[src/rtl/rom_seq_ctrl.sv]
// Playback controller for the LED pattern ROM: steps a windowed address range
// at a programmable rate, single-shot or looping, with start/stop/pause control.
module rom_seq_ctrl #(
    parameter int AW         = 5,
    parameter int PW         = 24,
    parameter int PERIOD_MIN = 1
) (
    input  logic          clk,
    input  logic          rst,
    input  logic          start,
    input  logic          stop,
    input  logic          pause,
    input  logic          loop,
    input  logic [AW-1:0] first_addr,
    input  logic [AW-1:0] last_addr,
    input  logic [PW-1:0] period,
    output logic [AW-1:0] address,
    output logic          busy,
    output logic          step,
    output logic          wrap,
    output logic          done
);

    typedef enum logic [0:0] {
        IDLE = 1'b0,
        RUN  = 1'b1
    } state_t;

    state_t        state_r;
    logic [PW-1:0] cnt_r;
    logic [PW-1:0] plast_r;
    logic [AW-1:0] first_r;
    logic [AW-1:0] last_r;
    logic          loop_r;

    // Terminal count (P-1) for the effective period P = max(period, PERIOD_MIN).
    function automatic logic [PW-1:0] period_last(input logic [PW-1:0] p);
        if (p < PW'(PERIOD_MIN)) begin
            return PW'(PERIOD_MIN) - PW'(1);
        end else begin
            return p - PW'(1);
        end
    endfunction

    // Playback state machine; pulses default low every cycle.
    always_ff @(posedge clk) begin
        if (rst) begin
            state_r <= IDLE;
            address <= {AW{1'b0}};
            busy    <= 1'b0;
            step    <= 1'b0;
            wrap    <= 1'b0;
            done    <= 1'b0;
            cnt_r   <= {PW{1'b0}};
            plast_r <= {PW{1'b0}};
            first_r <= {AW{1'b0}};
            last_r  <= {AW{1'b0}};
            loop_r  <= 1'b0;
        end else begin
            step <= 1'b0;
            wrap <= 1'b0;
            done <= 1'b0;
            if (stop) begin
                state_r <= IDLE;
                busy    <= 1'b0;
            end else if (start) begin
                // Start from IDLE and restart in RUN share the same load.
                state_r <= RUN;
                busy    <= 1'b1;
                step    <= 1'b1;
                address <= first_addr;
                cnt_r   <= {PW{1'b0}};
                plast_r <= period_last(period);
                first_r <= first_addr;
                last_r  <= last_addr;
                loop_r  <= loop;
            end else begin
                case (state_r)
                    IDLE: begin
                        busy <= 1'b0;
                    end
                    RUN: begin
                        if (pause) begin
                            cnt_r <= cnt_r;
                        end else if (cnt_r != plast_r) begin
                            cnt_r <= cnt_r + PW'(1);
                        end else begin
                            cnt_r <= {PW{1'b0}};
                            if (address != last_r) begin
                                address <= address + AW'(1);
                                step    <= 1'b1;
                            end else if (loop_r) begin
                                address <= first_r;
                                step    <= 1'b1;
                                wrap    <= 1'b1;
                            end else begin
                                state_r <= IDLE;
                                busy    <= 1'b0;
                                done    <= 1'b1;
                            end
                        end
                    end
                    default: begin
                        state_r <= IDLE;
                        busy    <= 1'b0;
                    end
                endcase
            end
        end
    end

endmodule

[config.mk]
export PLATFORM = sky130hd
export DESIGN_NAME = rom_seq_ctrl
export DESIGN_NICKNAME = d
export VERILOG_FILES = /design/src/rtl/rom_seq_ctrl.sv
export SDC_FILE = /design/constraint.sdc
export NUM_CORES = 1
export LEC_CHECK = 0
export CAP_MARGIN = 25
export CORE_ASPECT_RATIO = 0.8
export CORE_MARGIN = 3
export CORE_UTILIZATION = 35
export DETAILED_ROUTE_END_ITERATION = 10
export GPL_ROUTABILITY_DRIVEN = 1
export SETUP_SLACK_MARGIN = 0.2
export SKIP_LAST_GASP = 1
export SLEW_MARGIN = 10
export SYNTH_ARGS = -nofsm -noshare
export SYNTH_HDL_FRONTEND = slang
export SYNTH_SLANG_ARGS = --single-unit
export TNS_END_PERCENT = 10
[constraint.sdc]
create_clock -name clk -period 3.5 [get_ports clk]
set_input_delay 0.525 -clock clk [delete_from_list [all_inputs] [get_ports clk]]
set_output_delay 0.525 -clock clk [all_outputs]
set_load 0.03 [all_outputs]
; Word level (Yosys, flattened, before mapping)
; Cells that the tools add are included.
[classes]
add_sub_neg = 3
multipliers = 0
n_div = 0
n_lt_le_gt_ge = 1
n_eq_ne = 8
shifts = 0
n_mux = 28
bitwise = 2
n_reduce_logical = 8
[ops]
columns = cell, n
row1 = 2-to-1 mux 24 bit, 5
row2 = 2-to-1 mux 5 bit, 6
row3 = "adder 24 x 1 -> 24 bit, second input constant", 1
row4 = "< comparator 24 x 1 -> 1 bit, second input constant", 1
row5 = != test 24 bit, 1
row6 = "subtractor 24 x 1 -> 24 bit, second input constant", 1
row7 = 2-to-1 mux 1 bit, 16
row8 = "!= test 3 bit, second input constant", 4
row9 = OR reduction 7 bit, 1
row10 = "adder 5 x 1 -> 5 bit, second input constant", 1
row11 = != test 5 bit, 1
row12 = AND reduction 5 bit, 1
row13 = "!= test 2 bit, second input constant", 2
row14 = AND reduction 4 bit, 1
row15 = AND reduction 3 bit, 1
row16 = nonzero test 3 bit, 1
row17 = NOT 1 bit, 2
row18 = one-hot mux 1 bit (2 select lines), 1
row19 = AND reduction 2 bit, 1
row20 = nonzero test 2 bit, 1
row21 = OR reduction 2 bit, 1
[word_totals]
register_bits = 69
latchBits = 0
mem_bits_rw = 0
romBits = 0
out_inout_bits = 9
memories = 0

; Depth between registers and ports, before layout
; Gate-level depths: netlist of the first run.
[depth]
word_depth = 6
depth_mapped = 9
depth_no_buf = 8

; Least setup slack after synthesis of the first run
; OpenSTA, ideal clock, no wires.
[synth_path]
path_kind = input to register
startpoint = in period[0]
endpoint = reg plast_r[10]
setup_time_ns = 0.128
arrival_time_ns = 2.048
path_slack_ns = 1.324
stages = 9
path_buffers = 1
cell_sequence = inv_1 -> ha_1 -> nor3b_1 -> nand3b_1 -> and2b_2 -> a31oi_4 -> buf_2 -> a22oi_1 -> nor2_1
[synth_between]
elab_chain_cells = 2
elab_cells_between_ends = 3
cone_classes = 1 x add/sub / 1 x order compare / 1 x mux
[synth_rtl]
columns = element, line
row1 = from (decl), 16  ; input logic [PW-1:0] period,
row2 = subtractor 24 x 1 -> 24 bit or < comparator 24 x 1 -> 1 bit (tied branches), "41, 38"
row3 = 2-to-1 mux 24 bit (*), 38  ; if (p < PW'(PERIOD_MIN)) begin
row4 = to (signal assigned), 55  ; plast_r <= {PW{1'b0}};
row5 = to (signal assigned), 73  ; plast_r <= period_last(period);
row6 = to (decl), 31  ; logic [PW-1:0] plast_r;
; Mark *: on every way between the ends. The rest lies on a longest branch, timed or not.
; A chain may end at the register's enable or synchronous reset.

; Worst setup path in the final report of the first run
[layout_path]
startpoint = in period[0]
endpoint = reg plast_r[15]
; The elaborated chain is that of the path after synthesis.

==> results.tsv, run 1 <==
stage	metric	value	unit
cts	cts_tree	built	
route	first_pass_iters	4	
yosys	synth_fp_nets	466	
sta	fmax	377	MHz
die	initial_core_util	36.5	%
sta	maxSlewViolCount	0	
route	drc	0	
global_routing	grt-ovfl-total	0	
worst_setup_path	critPathLaunchType	input port	
worst_setup_path	critPathTopFamily	simple AND/OR/NAND/NOR gates	
yosys	yosysSeqAreaShare	38.7	%
flow_run	maxCapViolations	0	
worst_setup_path	worst-path-buf-inv	2	
route	detail-route-antenna-nets	0	
cts	post-cts-setup-buffers	0	
global_routing	grt_pass1_wl	14500	um
worst_setup_path	endpoint_kind	flop	
sta	finalCritPeriodShare	75.8	%
sta	setup_tns	0	ps
worst_setup_path	path_max_fanout	16	
final_layout	diodes	0	
cts	cts_buffers	9	
sta	tightest_slew	669	ps
sta	timing.final.hold_violations	0	
yosys	synth_most_common_cell	dfxtp_1	
sta	fin_crit	2650	ps
sta	rsz0062_at_grt	no	
route	vias	3046	
yosys	yosysTopAreaCell	dfxtp_1	
global_routing	grt_antenna_before_repair	0	
sta	timing.final.ws_setup	847	ps
yosys	synthTopCellsByCount	69 x dfxtp_1, 54 x nor2_1, 53 x nand2_1, 48 x xor2_1, 24 x xnor2_1	
yosys	syn_area	0.00357	mm^2
cts	cts_hold_buf	0	
yosys	ys_seq_elements	69	
cts	cts_buffer_depth	2	
placed_design	pre_cts_ws	534	ps
yosys	ys_async_sr_fraction	0	%
final_layout	area_growth	26.1	%
worst_setup_path	cp_slowest_stage_delay	500	ps
final_layout	final_cell_area	0.00450	mm^2
worst_setup_path	crit_chain	clkdlybuf4s50_1 > inv_1 > ha_1 > nor3b_1 > nand3b_1 > and2b_2 > a31oi_4 > nand2_1 > o21ai_0	
sta	setup-violations-final	0	
placed_design	gp_congestion	0.828	
die	ios	49	
final_layout	fin_nets	518	
pwr	ir_drop	0.230	mV
worst_setup_path	cp.arrival	2890	ps
die	std_cell_rows	32	
yosys	synth_edf_count	0	
sta	whs	458	ps
cts	cts.sinks	69	
cts	clockRootBuffer	clkbuf_16	
pwr	powerDensity	436	mW/mm^2
yosys	ys.flop_type	dfxtp_1	
die	core	0.00977	mm^2
global_routing	grt_start_max_net_pins	34	
pwr	p_leak	1.72	nW
yosys	netlist-cell-type-count	47	
cts	clk-insertion-delay-late	330	ps
die	die_y	96.3	um
hold_path	hold_class	flop to flop	
cts	cts-resized-gates	0	
placed_design	dp_hpwl	6620	um
route	wl_per_cell	14.2	um
die	die_width	119	um
global_routing	grt_pass1_vias	2781	
final_layout	seq_area	0.00138	mm^2
yosys	synthCells	423	
worst_setup_path	slowest_stage	clkdlybuf4s50_1	
placed_design	portBuffers	48	
route	drtIter0Drc	195	
worst_setup_path	critPathRequiredTime	3740	ps
run_status	status	finished clean	
global_routing	track_usage	15.9	%
yosys	yosys_warnings	0	
cts	path_clk_slew	50	ps
sta	skew	5.19	ps
yosys	syn_avg_cell_area	8.44	um^2
route	vias_per_cell	4.95	
final_layout	layout-drive-gt1-share	6.89	%
placed_design	dpl_cell_area	0.00421	mm^2
yosys	synth_area_leaders	dfxtp_1 39%, xor2_1 12%, xnor2_1 5.9%	
final_layout	multi_input_area	0.00210	mm^2
cts	h-tree-depth	3	
yosys	synth_top_area_share	38.7	%
final_layout	nFillCells	996	
sta	max_slew_margin	55.0	%
die	die_area	0.0115	mm^2
route	drt-total-wl	8740	um
worst_setup_path	criticalPathCategory	input port to flop	
-- state kept, by name, indices dropped and copies added, names as in the netlist --
signal	flops
cnt_r	24
plast_r	24
address	5
first_r	5
last_r	5
busy	1
done	1
loop_r	1
state_r	1
step	1
wrap	1
-- kinds of logic after synthesis --
family	count (synthesis)	synth area share, %
multiplexers	3	0.841
AND/OR/NAND/NOR	181	25.7
flip-flops	69	38.7
adder cells (fa/ha/maj)	3	1.05
AO/OA/AOI/OAI	73	13.6
buffers and inverters	22	2.42
XOR/XNOR	72	17.7
-- through the flow --
| step | power, mW | instances | utilization [%] |
|---|---|---|---|
| 2_1_floorplan | 0.986 | 423 | - |
| 3_3_place_gp | 1.09 | 600 | 43.1 |
| 3_5_place_dp | 1.09 | 600 | 43.1 |
| 4_1_cts | 1.98 | 615 | 46.1 |
| 5_1_grt | 2.04 | 615 | 46.1 |
| 6_report | 1.96 | 615 | 46.1 |
-- area by class of cell --
type	instances	share of cell area, %
well taps	136	3.78
multi-input cells	332	46.7
clock inverters	6	1.44
clock buffers	9	5.00
repair buffers	54	11.7
inverters	9	0.750
flip-flops and latches	69	30.7
-- final timing paths --
check | slack [ps] | startpoint | end | cells past startpoint
max reg2reg | 1290 | cnt_r[13] | wrap | 6
min reg2reg | 460 | plast_r[17] | plast_r[17] | 2
min | 460 | plast_r[17] | plast_r[17] | 2
max | 850 | period[0] | plast_r[15] | 9
-- worst register-to-register path, stage by stage, from the launching register on --
cell and delay [ps]:
dfxtp_1 480, xor2_1 110, nor4_1 330, nand4_1 210, or2_1 280, or3_1 410
nor3_1 280
-- routing by layer --
metal / share of wire (%) / routed length (um) / track usage [%] / vias to the layer above
li1: - / - / - / 1573
met1: 53 / 4650 / 23.8 / 1405
met2: 41 / 3550 / 22.2 / 59
met3: 4.6 / 400 / 3.17 / 9
met4: 1.6 / 141 / 6.27 / 0
met5: 0 / 0 / 0 / -
-- report_power, final --
part / switching, mW / total (mW) / internal, mW
combinational: 0.135 / 0.245 / 0.110
sequential: 0.0230 / 0.834 / 0.811
clock: 0.337 / 0.884 / 0.547
-- layout by cell type (no fill, tap or decap), drive strengths merged, types with 4 or more instances in the layout --
master	n
clkinv	4
nor3	8
a22oi	14
clkbuf	9
nor2b	6
xnor2	24
dfxtp	69
inv	9
o31ai	4
nand3	13
and3	8
nor4	15
clkdlybuf4s50	48
nand2	53
nand2b	4
a211oi	5
o211ai	4
o21ai	17
a21oi	19
xor2	48
buf	6
nor2	54
(Power assumes the default switching activity.)
==> run 2: changes to the inputs <==
==> constraint.sdc (replaced) <==
create_clock -name clk -period 2.4 [get_ports clk]
set_input_delay 0.36 -clock clk [delete_from_list [all_inputs] [get_ports clk]]
set_output_delay 0.36 -clock clk [all_outputs]
set_load 0.03 [all_outputs]
==> results.tsv, run 2 (same netlist as run 1, synthesis figures left out) <==
stage	metric	value	unit
worst_setup_path	endpoint_kind	flop	
final_layout	diodes	0	
placed_design	portBuffers	48	
hold_path	min_to	first_r[4]	
die	initial_core_util	36.5	%
sta	rsz0062_at_grt	yes	
global_routing	grt_pass1_vias	2960	
placed_design	dpl.cell_count	628	
pwr	powerDensity	640	mW/mm^2
cts	cts_tree	built	
route	vias	3149	
global_routing	grt-ovfl-total	0	
route	drt-total-wl	9040	um
worst_setup_path	critPathRequiredTime	2630	ps
worst_setup_path	worstReg2RegStart	cnt_r[13]	
final_layout	final_cell_mix	69 x dfxtp_1, 54 x nor2_1, 53 x nand2_1, 48 x xor2_1, 48 x clkdlybuf4s50_1	
worst_setup_path	r2r-end	wrap	
sta	fmax	457	MHz
sta	maxSlewViolCount	0	
placed_design	dp_hpwl	6880	um
worst_setup_path	critPathLaunch	cnt_r[13]	
placed_design	gp_congestion	0.887	
global_routing	grt_start_max_net_pins	33	
sta	tightest_slew	683	ps
global_routing	grt_antenna_before_repair	0	
cts	post-cts-setup-buffers	0	
route	vias_per_cell	4.89	
cts	clockRootBuffer	clkbuf_16	
final_layout	largest_registers	cnt_r: 24 flops, plast_r: 24 flops	
route	drtIter0Drc	161	
route	wl_per_cell	14.0	um
sta	skew	6.88	ps
cts	cts.sinks	69	
worst_setup_path	criticalPathCategory	flop to flop	
pwr	pwr-share-seq	39.7	%
cts	h-tree-depth	3	
sta	max_slew_margin	54.2	%
route	first_pass_iters	5	
sta	fin_crit	2190	ps
die	core	0.00977	mm^2
cts	clk-insertion-delay-late	330	ps
run_status	status	finished clean	
final_layout	layout-drive-gt1-share	12.6	%
cts	cts_hold_buf	0	
die	std_cell_rows	32	
hold_path	whs_path_depth	2	
worst_setup_path	rrSetupSlack	210	ps
final_layout	final_cells	644	
worst_setup_path	cp.arrival	2420	ps
hold_path	holdCritStartpoint	first_r[4]	
die	ios	49	
worst_setup_path	critPathLaunchType	flop	
sta	finalCritPeriodShare	91.1	%
pwr	p_leak	1.88	nW
pwr	power_switching	0.750	mW
pwr	ir_drop	0.340	mV
flow_run	maxCapViolations	0	
final_layout	finish.utilization	48.9	%
worst_setup_path	path_max_fanout	7	
hold_path	hold_class	flop to flop	
sta	setup-violations-final	0	
die	die_area	0.0115	mm^2
pwr	p_clk_share	47.6	%
global_routing	track_usage	16.0	%
cts	cts_buffers	9	
final_layout	area_growth	33.9	%
cts	cts_buffer_depth	2	
cts	path_clk_slew	60	ps
route	detail-route-antenna-nets	0	
pwr	swShare	24.5	%
route	drc	0	
final_layout	final_common_cell	dfxtp_1	
global_routing	grt_pass1_wl	14700	um
sta	timing.final.hold_violations	0	
die	die_y	96.3	um
pwr	cell_internal_pwr	2.31	mW
final_layout	fin_nets	546	
cts	cts-resized-gates	0	
die	die_width	119	um
worst_setup_path	rr_worst_depth	6	
pwr	p_comb_share	12.7	%
==> run 2: changes by cell type in the layout (fill, tap and decap cells not counted), sizes merged <==
cell | before | now
clkbuf | 9 | 10
inv | 9 | 10
clkinv | 4 | 2
bufinv | 1 | 2
buf | 6 | 34
==> run 2: layer usage <==
metal  global-route usage (%)  routed length [um]  vias to the layer above
li1                         -                   -                     1636
met1                     23.4                4610                     1436
met2                     23.6                3860                       65
met3                     3.70                 440                       12
met4                     4.24                 127                        0
met5                        0                   0                        -
==> run 2: worst max-delay path by stage <==
stage          slack, ps     endpoint
2_1_floorplan        390  plast_r[10]
5_1_grt              100         wrap
6_report             210         wrap
4_1_cts              240         wrap
3_5_place_dp         -80  plast_r[23]
3_3_place_gp         -30  plast_r[23]
==> run 2: power by group through the flow <==
stage               Sequential, mW  Combinational, mW  Clock [mW]
floorplan                     1.24              0.199           0
global route                  1.22              0.427        1.53
CTS                           1.21              0.388        1.48
finish                        1.21              0.390        1.46
detailed placement            1.24              0.385           0
global placement              1.24              0.381           0
==> run 2: metrics by stage <==
stage	hold WS (ps)	cell area, um^2	total power [mW]	setup TNS [ps]	setup WS (ps)
6_report	457	4780	3.06	0	213
5_1_grt	477	4780	3.17	0	98.0
4_1_cts	459	4770	3.08	0	241
3_5_place_dp	451	4440	1.62	-493	-81.5
3_3_place_gp	442	4440	1.62	-26.3	-26.3
2_1_floorplan	436	3570	1.44	0	389
==> run 2: critical path, cell delays in order (launching register included) <==
cell	delay [ps]
dfxtp_1	490
xor2_1	120
nor4_1	320
nand4_1	210
or2_1	290
or3_1	410
nor3_1	250
==> run 2: area by class of cell <==
cell class,count,area [um^2]
multi-input cells,332,2110
clock buffers,10,239
well taps,136,170
repair buffers,82,748
clock inverters,6,93.8
fillers,954,4990
flip-flops and latches,69,1380
inverters,9,33.8
